<file path="config.mk">
export PLATFORM = sky130hd
export DESIGN_NAME = ttc3_dus_loader
export DESIGN_NICKNAME = d
export VERILOG_FILES = /design/src/rtl/ttc3_pkg.sv /design/src/rtl/ttc3_dus_checksum.sv /design/src/rtl/ttc3_dus_loader.sv
export SDC_FILE = /design/constraint.sdc
export NUM_CORES = 1
export LEC_CHECK = 0
export CAP_MARGIN = 25
export CELL_PAD_IN_SITES_DETAIL_PLACEMENT = 2
export CELL_PAD_IN_SITES_GLOBAL_PLACEMENT = 2
export CORE_ASPECT_RATIO = 1.5
export CORE_UTILIZATION = 32
export CTS_CLUSTER_DIAMETER = 50
export DETAILED_ROUTE_END_ITERATION = 8
export HOLD_SLACK_MARGIN = 0.1
export PLACE_DENSITY = 0.83
export SKIP_CTS_REPAIR_TIMING = 1
export SKIP_LAST_GASP = 1
export SLEW_MARGIN = 15
export SYNTH_ARGS = -nofsm -noshare
export SYNTH_HDL_FRONTEND = slang
export SYNTH_SLANG_ARGS = --single-unit
export TNS_END_PERCENT = 10
</file>
<file path="constraint.sdc">
create_clock -name clock -period 3.05 [get_ports clock]
set_input_delay 0.4575 -clock clock [delete_from_list [all_inputs] [get_ports clock]]
set_output_delay 0.4575 -clock clock [all_outputs]
set_load 0.02 [all_outputs]
</file>
<file path="src/rtl/ttc3_pkg.sv">
// Shared types and defaults for the TTC3 DUS provisioning loader.
// Optional checksum word support is selected by TTC3_DUS_LOADER_CHECKSUM_EN.
package ttc3_pkg;

  localparam int DEFAULT_DUS_WIDTH  = 256;
  localparam int DEFAULT_WORD_WIDTH = 32;

  typedef enum logic [2:0] {
    ST_IDLE       = 3'd0,
    ST_COLLECT    = 3'd1,
    ST_WRITE      = 3'd2,
    ST_WAIT_VALID = 3'd3,
    ST_DONE       = 3'd4,
    ST_ERROR      = 3'd5
  } state_e;

  typedef enum logic [1:0] {
    ERR_NONE     = 2'b00,
    ERR_LOCKED   = 2'b01,
    ERR_CHECKSUM = 2'b10,
    ERR_TIMEOUT  = 2'b11
  } err_code_e;

endpackage

</file>
<file path="src/rtl/ttc3_dus_checksum.sv">
// Running XOR accumulator over the DUS data words; compares against the trailer word.
// Only instantiated when TTC3_DUS_LOADER_CHECKSUM_EN is defined.
module ttc3_dus_checksum #(
  parameter int WORD_WIDTH = 32
) (
  input  logic                  clock,
  input  logic                  reset_n,
  input  logic                  clear,
  input  logic                  accumulate,
  input  logic [WORD_WIDTH-1:0] data_in,
  input  logic [WORD_WIDTH-1:0] compare_word,
  output logic                  match
);

  logic [WORD_WIDTH-1:0] acc_q;
  logic [WORD_WIDTH-1:0] acc_d;

  always_comb begin
    acc_d = acc_q;
    if (clear) begin
      acc_d = '0;
    end else if (accumulate) begin
      acc_d = acc_q ^ data_in;
    end
  end

  always_ff @(posedge clock) begin
    if (!reset_n) begin
      acc_q <= '0;
    end else begin
      acc_q <= acc_d;
    end
  end

  assign match = (acc_q == compare_word);

endmodule

</file>
<file path="src/rtl/ttc3_dus_loader.sv">
// DUS provisioning front-end: assembles ingress words, issues one write pulse, confirms lock.
// Define TTC3_DUS_LOADER_CHECKSUM_EN to require a trailing XOR checksum word.
module ttc3_dus_loader
  import ttc3_pkg::*;
#(
  parameter int DUS_WIDTH     = DEFAULT_DUS_WIDTH,
  parameter int WORD_WIDTH    = DEFAULT_WORD_WIDTH,
  parameter int VALID_TIMEOUT = 4
) (
  input  logic                  clock,
  input  logic                  reset_n,
  input  logic                  load_start,
  input  logic                  abort,
  input  logic                  in_valid,
  output logic                  in_ready,
  input  logic [WORD_WIDTH-1:0] in_data,
  output logic                  dus_write_enable,
  output logic [DUS_WIDTH-1:0]  dus_write_data,
  input  logic                  dus_valid,
  output logic                  busy,
  output logic                  load_done,
  output logic                  load_error,
  output logic [1:0]            err_code
);

  localparam int NUM_WORDS = DUS_WIDTH / WORD_WIDTH;
  localparam int CNT_W     = $clog2(NUM_WORDS + 1);
  localparam int TMO_W     = $clog2(VALID_TIMEOUT + 1);

  state_e               state_q, state_d;
  err_code_e            err_q, err_d;
  logic [DUS_WIDTH-1:0] buf_q, buf_d;
  logic [CNT_W-1:0]     cnt_q, cnt_d;
  logic [TMO_W-1:0]     tmo_q, tmo_d;
  logic                 idle_like;

  assign idle_like = (state_q == ST_IDLE) || (state_q == ST_DONE) || (state_q == ST_ERROR);

`ifdef TTC3_DUS_LOADER_CHECKSUM_EN
  logic cs_match;
  logic cs_clear;
  logic cs_accumulate;

  assign cs_clear      = abort || (state_q != ST_COLLECT);
  assign cs_accumulate = (state_q == ST_COLLECT) && in_valid && (cnt_q != CNT_W'(NUM_WORDS));

  ttc3_dus_checksum #(
    .WORD_WIDTH (WORD_WIDTH)
  ) u_checksum (
    .clock        (clock),
    .reset_n      (reset_n),
    .clear        (cs_clear),
    .accumulate   (cs_accumulate),
    .data_in      (in_data),
    .compare_word (in_data),
    .match        (cs_match)
  );
`endif

  always_comb begin
    state_d = state_q;
    err_d   = err_q;
    buf_d   = buf_q;
    cnt_d   = cnt_q;
    tmo_d   = tmo_q;

    case (state_q)
      ST_IDLE, ST_DONE, ST_ERROR: begin
        if (load_start) begin
          if (dus_valid) begin
            state_d = ST_ERROR;
            err_d   = ERR_LOCKED;
          end else begin
            state_d = ST_COLLECT;
            err_d   = ERR_NONE;
            buf_d   = '0;
            cnt_d   = '0;
          end
        end
      end

      ST_COLLECT: begin
        if (in_valid) begin
`ifdef TTC3_DUS_LOADER_CHECKSUM_EN
          // The trailer word is compared against the running XOR, never stored
          if (cnt_q == CNT_W'(NUM_WORDS)) begin
            if (cs_match) begin
              state_d = ST_WRITE;
            end else begin
              state_d = ST_ERROR;
              err_d   = ERR_CHECKSUM;
              buf_d   = '0;
            end
          end else begin
            for (int k = 0; k < NUM_WORDS; k++) begin
              if (cnt_q == CNT_W'(k)) begin
                buf_d[k*WORD_WIDTH +: WORD_WIDTH] = in_data;
              end
            end
            cnt_d = cnt_q + 1'b1;
          end
`else
          for (int k = 0; k < NUM_WORDS; k++) begin
            if (cnt_q == CNT_W'(k)) begin
              buf_d[k*WORD_WIDTH +: WORD_WIDTH] = in_data;
            end
          end
          cnt_d = cnt_q + 1'b1;
          if (cnt_q == CNT_W'(NUM_WORDS - 1)) begin
            state_d = ST_WRITE;
          end
`endif
        end
      end

      ST_WRITE: begin
        state_d = ST_WAIT_VALID;
        buf_d   = '0;
        tmo_d   = '0;
      end

      ST_WAIT_VALID: begin
        tmo_d = tmo_q + 1'b1;
        if (dus_valid) begin
          state_d = ST_DONE;
        end else if (tmo_d == TMO_W'(VALID_TIMEOUT)) begin
          state_d = ST_ERROR;
          err_d   = ERR_TIMEOUT;
        end
      end

      default: begin
        state_d = ST_IDLE;
      end
    endcase

    // Abort wins over every transition; a pulse already on the wire simply ends
    if (abort) begin
      state_d = ST_IDLE;
      err_d   = ERR_NONE;
      buf_d   = '0;
      cnt_d   = '0;
      tmo_d   = '0;
    end
  end

  always_ff @(posedge clock) begin
    if (!reset_n) begin
      state_q <= ST_IDLE;
      err_q   <= ERR_NONE;
      buf_q   <= '0;
      cnt_q   <= '0;
      tmo_q   <= '0;
    end else begin
      state_q <= state_d;
      err_q   <= err_d;
      buf_q   <= buf_d;
      cnt_q   <= cnt_d;
      tmo_q   <= tmo_d;
    end
  end

  assign in_ready         = (state_q == ST_COLLECT);
  assign dus_write_enable = (state_q == ST_WRITE);
  assign dus_write_data   = dus_write_enable ? buf_q : '0;
  assign busy             = (state_q == ST_COLLECT) || (state_q == ST_WRITE) ||
                            (state_q == ST_WAIT_VALID);
  assign load_done        = (state_q == ST_DONE);
  assign load_error       = (state_q == ST_ERROR);
  assign err_code         = err_q;

endmodule
</file>
Word-level counts from Yosys, hierarchy flattened:

Index checks and enable logic that the tools add are counted.

* memories kept: 0
* register bits: 268
* ROM bits: 0
* RAM bits: 0
* logic and storage cells: 93
* bits in latches: 0

* bitwise operators: 1
* $add $sub $neg: 2
* multiply operators: 0
* equality and inequality tests: 27
* magnitude comparators: 0
* reductions and logical operators: 21
* muxes and demuxes: 30
* shift operators: 0
* div/mod/pow operators: 0

Operators by type and width (count)
* two-way mux 256 bit: 4
* one-hot mux 256 bit (3 select lines): 1
* two-way mux 32 bit: 8
* AND reduction 5 bit: 8
* two-way mux 3 bit: 6
* equality test 4 x 3 -> 1 bit, second input constant: 4
* != test 2 x 1 -> 1 bit, second input constant: 8
* two-way mux 4 bit: 3
* one-hot mux 3 bit (4 select lines): 1
* AND reduction 4 bit: 3
* != test 2 bit, second input constant: 5
* equality test 3 bit, second input constant: 3
* equality test 4 x 2 -> 1 bit, second input constant: 2
* one-hot mux 4 bit (2 select lines): 1
* equality test 3 x 2 -> 1 bit, second input constant: 2
* two-way mux 2 bit: 3
* one-hot mux 3 bit (2 select lines): 1
* nonzero test 2 bit: 3
* adder 4 x 1 -> 4 bit, second input constant: 1
* equality test 4 x 1 -> 1 bit, second input constant: 1
* logical NOT 4 bit: 1
* one-hot mux 2 bit (2 select lines): 1
* adder 3 x 1 -> 3 bit, second input constant: 1
* equality test 3 x 1 -> 1 bit, second input constant: 1
* other kinds (8): 9

Logic depth before layout (Yosys ltp):

Gate-level depths: netlist (run 1).

* depth in word-level cells: 5
* depth in mapped cells: 8
* gate-level depth less buffers: 5

Worst setup path after synthesis (run 1):

No wires, ideal clock.

* path kind: reg2out
* start: register state_q[1]
* end: output dus_write_data[100]
* arrival: 1.410 ns
* cell stages (with the launch flop): 6
* path slack: 1.183 ns
* data required time: 2.592 ns
* path through: dfxtp_1 > nor2b_1 > clkbuf_1 > clkbuf_1 > clkbuf_1 > and3_1

* word-level cells in the longest chain between the ends: 2

Ends and longest elaborated chain
* start: declaration: RTL line ttc3_dus_loader.sv:30 `state_e state_q, state_d;`
* start signal: assignment: RTL line ttc3_dus_loader.sv:155 `state_q <= state_d;`
* equality test 3 x 2 -> 1 bit: RTL line ttc3_dus_loader.sv:164 `assign dus_write_enable = (state_q == ST_WRITE);`
* two-way mux 256 bit: RTL line ttc3_dus_loader.sv:165 `assign dus_write_data = dus_write_enable ? buf_q : '0;`
* end: declaration: RTL line ttc3_dus_loader.sv:18 `output logic [DUS_WIDTH-1:0] dus_write_data,`

Every way passes these cells.

Worst setup path after layout (run 1):

* start: register state_q[2]
* end: output dus_write_data[162]

The elaborated chain is that of the path after synthesis.

==> impl_metrics.env, run 1 <==
export IMPL_status="complete, but fails checks"
export IMPL_violations="negative setup slack"
export IMPL_clkTransAtPathRegs_ns=0.07
export IMPL_synth_top_cell_area_share_pct=44.69
export IMPL_setup_viol=10
export IMPL_cts_sinks=268
export IMPL_synth_ff_type="dfxtp_1"
export IMPL_drtPass1Iterations=4
export IMPL_slowest_delay_ns=0.64
export IMPL_hold_viol_final=0
export IMPL_grt_usage_pct=24.50
export IMPL_period_minus_slack_ns=3.085
export IMPL_cp_required_ns=2.59
export IMPL_drv_slew=0
export IMPL_die_x_um=160.2
export IMPL_synth_most_common_cell="dfxtp_1"
export IMPL_antenna_cells=0
export IMPL_gr_total_overflow=0
export IMPL_power_density_mw_per_mm2=511.0
export IMPL_final_seq_area_mm2=0.005366
export IMPL_tritoncts="built"
export IMPL_synth_edf_count=0
export IMPL_top_usage_layer="met2"
export IMPL_nets=1579
export IMPL_multiInputGateArea_mm2=0.006006
export IMPL_dieArea_mm2=0.03831
export IMPL_fin_total_pwr_mw=8.445
export IMPL_wl_per_cell_um=24.28
export IMPL_path_cells="nor2b_4, buf_12, clkbuf_16, and3_1, clkdlybuf4s50_1"
export IMPL_cpMaxStageDelayCell="clkdlybuf4s50_1"
export IMPL_vias=10670
export IMPL_tightest_slew_ns=0.8224
export IMPL_die_h_um=239.2
export IMPL_clock_latency_ns=0.55
export IMPL_grt_pass1_vias=11920
export IMPL_worst_slack_ns=-0.03485
export IMPL_period_share_pct=101.1
export IMPL_core_area_mm2=0.03680
export IMPL_use_met3_pct=4.537
export IMPL_synthCells=1291
export IMPL_yosys_warnings=0
export IMPL_synth_cell_types=44
export IMPL_setup_tns_final_ns=-0.1906
export IMPL_cts_buffers=29
export IMPL_synth_ff_latch_count=268
export IMPL_antenna_left=0
export IMPL_path_class="register to output pin"
export IMPL_yosys_top_cells_area="dfxtp_1 45%, mux2i_1 21%, and3_1 13%"
export IMPL_syn_nets=1335
export IMPL_yosysSeqAreaShare_pct=44.69
export IMPL_cts_root_buf="clkbuf_16"
export IMPL_arrival_ns=2.63
export IMPL_hp_class="register to register"
export IMPL_drt_iter0_drc=514
export IMPL_fmax_mhz=324.2
export IMPL_grtUsageMet2_pct=47.33
export IMPL_use_met1_pct=24.61
export IMPL_htreeDepth=1
export IMPL_cts_buffer_depth=3
export IMPL_p_leak_nw=7.729
export IMPL_drive_above_1_share_pct=6.615
export IMPL_synth_common_cells="268 x dfxtp_1, 261 x nand2_1, 257 x and3_1"
export IMPL_antenna_found_initial=0
export IMPL_worstSetupEndpointType="output pin"
export IMPL_hpwlAfterDp_mm=32.90
export IMPL_path_max_fanout=53
export IMPL_start_util_pct=32.62
export IMPL_pin_count=301
export IMPL_maxCapViolations=0
export IMPL_area_growth_pct=37.64
export IMPL_rsz0062_at_grt="yes"
export IMPL_grt_max_degree=154
export IMPL_nFillCells=3954
export IMPL_wl_mm=49.56
export IMPL_netlist_area_mm2=0.01201
export IMPL_skew_ns=0.01405
export IMPL_row_count=86
export IMPL_placement_io_buffers=300
export IMPL_synth_async_reset_ratio_pct=0
export IMPL_crit_path_start_kind="register"
export IMPL_grt_pass1_wl_mm=72.06
export IMPL_routabilityCongestion=0.7949
export IMPL_peakVddDrop_uv=348.8
export IMPL_drc_errors=0
export IMPL_syn_area_per_cell_um2=9.299
export IMPL_drt_vias_per_instance=5.227
export IMPL_synth_largest_area_cell="dfxtp_1"
export IMPL_slew_headroom_pct=44.97
logic make-up (layout without fill, tap and decap cells):
group / count (synthesis) / count (layout) / share of synthesized area (%)
AND/OR/NAND/NOR: 586 / 586 / 24.72
flip-flops: 268 / 268 / 44.69
multiplexers: 257 / 257 / 21.44
buffers and inverters: 133 / 399 / 5.951
AO/OA/AOI/OAI: 40 / 40 / 2.501
adder cells (fa/ha/maj): 6 / 6 / 0.6253
XOR/XNOR: 1 / 1 / 0.07297
area by class of cell:
| cell class | count | area share [%] |
|---|---|---|
| repair buffers | 338 | 21.16 |
| flip-flops and latches | 268 | 32.48 |
| clock buffers | 39 | 4.922 |
| inverters | 8 | 0.2574 |
| multi-input cells | 890 | 36.34 |
| clock inverters | 14 | 1.174 |
| well taps | 484 | 3.665 |
metrics by stage:
stage	setup slack (ns)	hold slack, ns	utilization (%)	instance area (um2)	instances
2_1_floorplan	1.183	0.4340	-	12010	1291
3_3_place_gp	-0.05444	0.4401	41.91	15420	1983
3_5_place_dp	0.1568	0.4527	41.95	15440	1984
4_1_cts	-0.1570	0.4614	44.68	16440	2037
5_1_grt	-0.06962	0.4767	44.90	16520	2041
6_report	-0.03485	0.4551	44.90	16520	2041
worst max-delay path: cells and delay by family (launching register included):
kind | cells | cell delay [ns]
buf+inv | 3 | 1.05
simple gates | 2 | 0.49
flops | 1 | 0.49
flip-flops by register name, indices dropped and copies added, names as in the netlist:
register  flops
state_q       3
cnt_q         4
err_code      2
buf_q       256
tmo_q         3
cell usage in the layout (no fill, tap or decap), types with 3 or more instances in the layout:
cell type	n
nand2_1	261
inv_1	6
a21o_1	6
nand3_1	35
nand2b_1	4
buf_6	3
a21oi_1	11
clkbuf_1	5
dfxtp_1	267
bufinv_16	4
o21ai_0	4
clkdlybuf4s50_1	300
clkinvlp_4	3
ha_1	6
or4_1	4
clkbuf_8	5
buf_12	13
o21ai_4	6
nor2_1	10
buf_4	20
mux2i_1	256
clkinv_2	4
clkbuf_16	31
and3_1	257
path summary, 6_finish.rpt:
check / from / to / slack (ns) / cells after the start
worst min-delay path: buf_q[160]$_SDFFE_PP0P_ / buf_q[160]$_SDFFE_PP0P_ / 0.46 / 2
worst max register to register: state_q[0]$_SDFFE_PP0P_ / buf_q[248]$_SDFFE_PP0P_ / 0.21 / 5
worst max-delay path: state_q[2]$_SDFFE_PP0P_ / dus_write_data[162] / -0.03 / 5
worst min register to register: buf_q[160]$_SDFFE_PP0P_ / buf_q[160]$_SDFFE_PP0P_ / 0.46 / 2
layer usage:
| layer | part of all wire (%) | wire length (um) |
|---|---|---|
| met4 | 5.3 | 2631 |
| met5 | 0 | 0 |
| met3 | 4.5 | 2245 |
| met2 | 53 | 26430 |
| met1 | 37 | 18250 |
power breakdown:
group | internal, mW | total [mW] | switching [mW]
registers | 3.54 | 3.56 | 0.0290
clock network | 2.22 | 3.76 | 1.54
logic | 0.447 | 1.12 | 0.677
No activity file was read; power rests on OpenSTA's default activity.
==> run 2, diff against run 1 <==
--- a/config.mk
+++ b/config.mk
@@ -5,15 +5,16 @@
 export SDC_FILE = /design/constraint.sdc
 export NUM_CORES = 1
 export LEC_CHECK = 0
+export ABC_AREA = 1
 export CAP_MARGIN = 25
 export CELL_PAD_IN_SITES_DETAIL_PLACEMENT = 2
 export CELL_PAD_IN_SITES_GLOBAL_PLACEMENT = 2
 export CORE_ASPECT_RATIO = 1.5
-export CORE_UTILIZATION = 32
+export CORE_UTILIZATION = 27
 export CTS_CLUSTER_DIAMETER = 50
 export DETAILED_ROUTE_END_ITERATION = 8
 export HOLD_SLACK_MARGIN = 0.1
-export PLACE_DENSITY = 0.83
+export PLACE_DENSITY = 0.8
 export SKIP_CTS_REPAIR_TIMING = 1
 export SKIP_LAST_GASP = 1
 export SLEW_MARGIN = 15
==> impl_metrics.env, run 2 <==
export IMPL_drc_errors=0
export IMPL_skew_ns=0.01026
export IMPL_synth_most_common_cell="nor2_1"
export IMPL_grt_usage_pct=23.54
export IMPL_mostFrequentLayoutCells="785 x nor2_1, 435 x nand2_1, 315 x inv_1"
export IMPL_clock_latency_ns=0.52
export IMPL_slew_headroom_pct=42.40
export IMPL_setup_tns_final_ns=0
export IMPL_power_density_mw_per_mm2=581.2
export IMPL_clkTransAtPathRegs_ns=0.06
export IMPL_p_leak_nw=7.455
export IMPL_synth_async_reset_ratio_pct=0
export IMPL_vias=13890
export IMPL_setup_viol=0
export IMPL_peakVddDrop_uv=300.8
export IMPL_row_count=97
export IMPL_period_share_pct=96.56
export IMPL_gr_total_overflow=0
export IMPL_hp_class="register to register"
export IMPL_synth_common_cells="788 x nor2_1, 435 x nand2_1, 315 x inv_1"
export IMPL_drv_slew=0
export IMPL_synth_edf_count=0
export IMPL_placed_cells=2936
export IMPL_yosys_top_cells_area="dfxtp_1 41%, nor2_1 23%, nand2_1 13%"
export IMPL_synth_cell_types=26
export IMPL_netlist_area_mm2=0.01294
export IMPL_worstSetupEndpointType="output pin"
export IMPL_core_area_mm2=0.04697
export IMPL_synthCells=2139
export IMPL_synth_ff_latch_count=268
export IMPL_drtPass1Iterations=4
export IMPL_rr_startpoint="cnt_q[0]$_SDFFE_PP0P_"
export IMPL_tightest_slew_ns=0.8638
export IMPL_htreeDepth=2
export IMPL_synth_largest_area_cell="dfxtp_1"
export IMPL_grt_pass1_wl_mm=87.86
export IMPL_status="completed"
export IMPL_wl_per_cell_um=19.33
export IMPL_path_max_fanout=55
export IMPL_start_util_pct=27.56
export IMPL_yosys_warnings=0
export IMPL_rsz0062_at_grt="no"
export IMPL_hpwlAfterDp_mm=41.36
export IMPL_final_common_cell="nor2_1"
export IMPL_crit_start="state_q[1]$_SDFFE_PP0P_"
export IMPL_syn_area_per_cell_um2=6.051
export IMPL_syn_nets=2183
export IMPL_stdcell_area_mm2=0.01759
export IMPL_crit_path_start_kind="register"
export IMPL_synth_ff_type="dfxtp_1"
export IMPL_finalNonFillerCells=2994
export IMPL_placement_io_buffers=300
export IMPL_wl_mm=57.88
export IMPL_cts_root_buf="clkbuf_16"
export IMPL_antenna_left=0
export IMPL_cp_required_ns=2.59
export IMPL_path_class="register to output pin"
export IMPL_drive_above_1_share_pct=4.921
export IMPL_routabilityCongestion=0.8044
export IMPL_maxCapViolations=0
export IMPL_fin_total_pwr_mw=10.22
export IMPL_synth_top_cell_area_share_pct=41.45
export IMPL_pin_count=301
export IMPL_reg2reg_slack_ns=0.65
export IMPL_regMostFlops="buf_q"
export IMPL_nets=2422
export IMPL_placedInstanceArea_mm2=0.01646
export IMPL_die_h_um=270.2
export IMPL_arrival_ns=2.49
export IMPL_cts_buffers=34
export IMPL_tritoncts="built"
export IMPL_period_minus_slack_ns=2.945
export IMPL_hp_start="buf_q[50]$_SDFFE_PP0P_"
export IMPL_cts_buffer_depth=3
export IMPL_dieArea_mm2=0.04884
export IMPL_grt_pass1_vias=15020
export IMPL_grt_max_degree=104
export IMPL_largest_reg_flops=256
export IMPL_drt_iter0_drc=533
export IMPL_reg_top3="buf_q (256), cnt_q (4)"
export IMPL_fmax_mhz=339.6
export IMPL_antenna_found_initial=2
export IMPL_yosysSeqAreaShare_pct=41.45
export IMPL_drt_vias_per_instance=4.638
export IMPL_hold_viol_final=0
export IMPL_cts_sinks=268
export IMPL_area_growth_pct=35.88
export IMPL_die_x_um=180.8
==> run 2: changes by cell type after synthesis, moves of 5 or more <==
cell and change:
nor2_1 +778, inv_1 +309, and3_1 -257, mux2i_1 -256, nand2_1 +174, nand4_1 +66, nand3_1 +58, buf_2 +38
clkbuf_1 -27, buf_6 -21, buf_1 +7, a21o_1 -6, inv_2 +6, buf_4 +5
==> run 2: worst max-delay path, cell delays in order (launching register included) <==
cell and delay (ns):
dfxtp_1 0.53, nand3_4 0.16, buf_12 0.21, buf_12 0.22, nor2_1 0.17, clkdlybuf4s50_1 0.64
==> run 2: report_power, final <==
group	leakage (nW)	internal, mW	switching [mW]	total, mW
sequential	2.18	3.75	0.119	3.87
combinational	4.73	0.655	1.60	2.25
clock	0.542	2.48	1.61	4.10
total	7.46	6.89	3.33	10.2
==> run 2: kinds of logic (layout without fill, tap and decap cells) <==
logic type	count (synthesis)	count (layout)	synth area share, %
AND/OR/NAND/NOR	1392	1392	42.88
flip-flops	268	268	41.45
XOR/XNOR	1	1	0.06768
buffers and inverters	449	708	13.98
AO/OA/AOI/OAI	23	23	1.044
other	0	2	0
adder cells (fa/ha/maj)	6	6	0.5800
==> run 2: metal layers <==
metal	routed length (um)	global-route usage [%]
met1	23800	26.53
met2	29580	42.93
met3	1764	3.007
met4	2735	12.10
met5	0	0
==> run 2: cell type report <==
type,instances,area (um2)
Inverter,322,1209
Sequential cell,268,5366
Multi-Input combinational cell,1422,5814
Clock buffer,44,962.2
Clock inverter,12,155.1
Timing Repair Buffer,330,3333
Fill cell,5675,29380
Tap cell,594,743.2
Antenna cell,2,5.005
==> run 2: worst paths after layout <==
check / end / cells after the start
worst max-delay path: dus_write_data[138] / 5
worst min-delay path: buf_q[50]$_SDFFE_PP0P_ / 2
worst max register to register: buf_q[83]$_SDFFE_PP0P_ / 9
worst min register to register: buf_q[50]$_SDFFE_PP0P_ / 2
==> run 2: metrics by stage <==
step	setup slack [ns]	hold WS (ns)	util [%]
5_1_grt	0.0006497	0.5005	37.44
2_1_floorplan	1.197	0.4403	-
3_5_place_dp	0.4755	0.4649	35.05
6_report	0.1050	0.4705	37.45
3_3_place_gp	0.5596	0.4491	35.05
4_1_cts	0.02368	0.4787	37.43
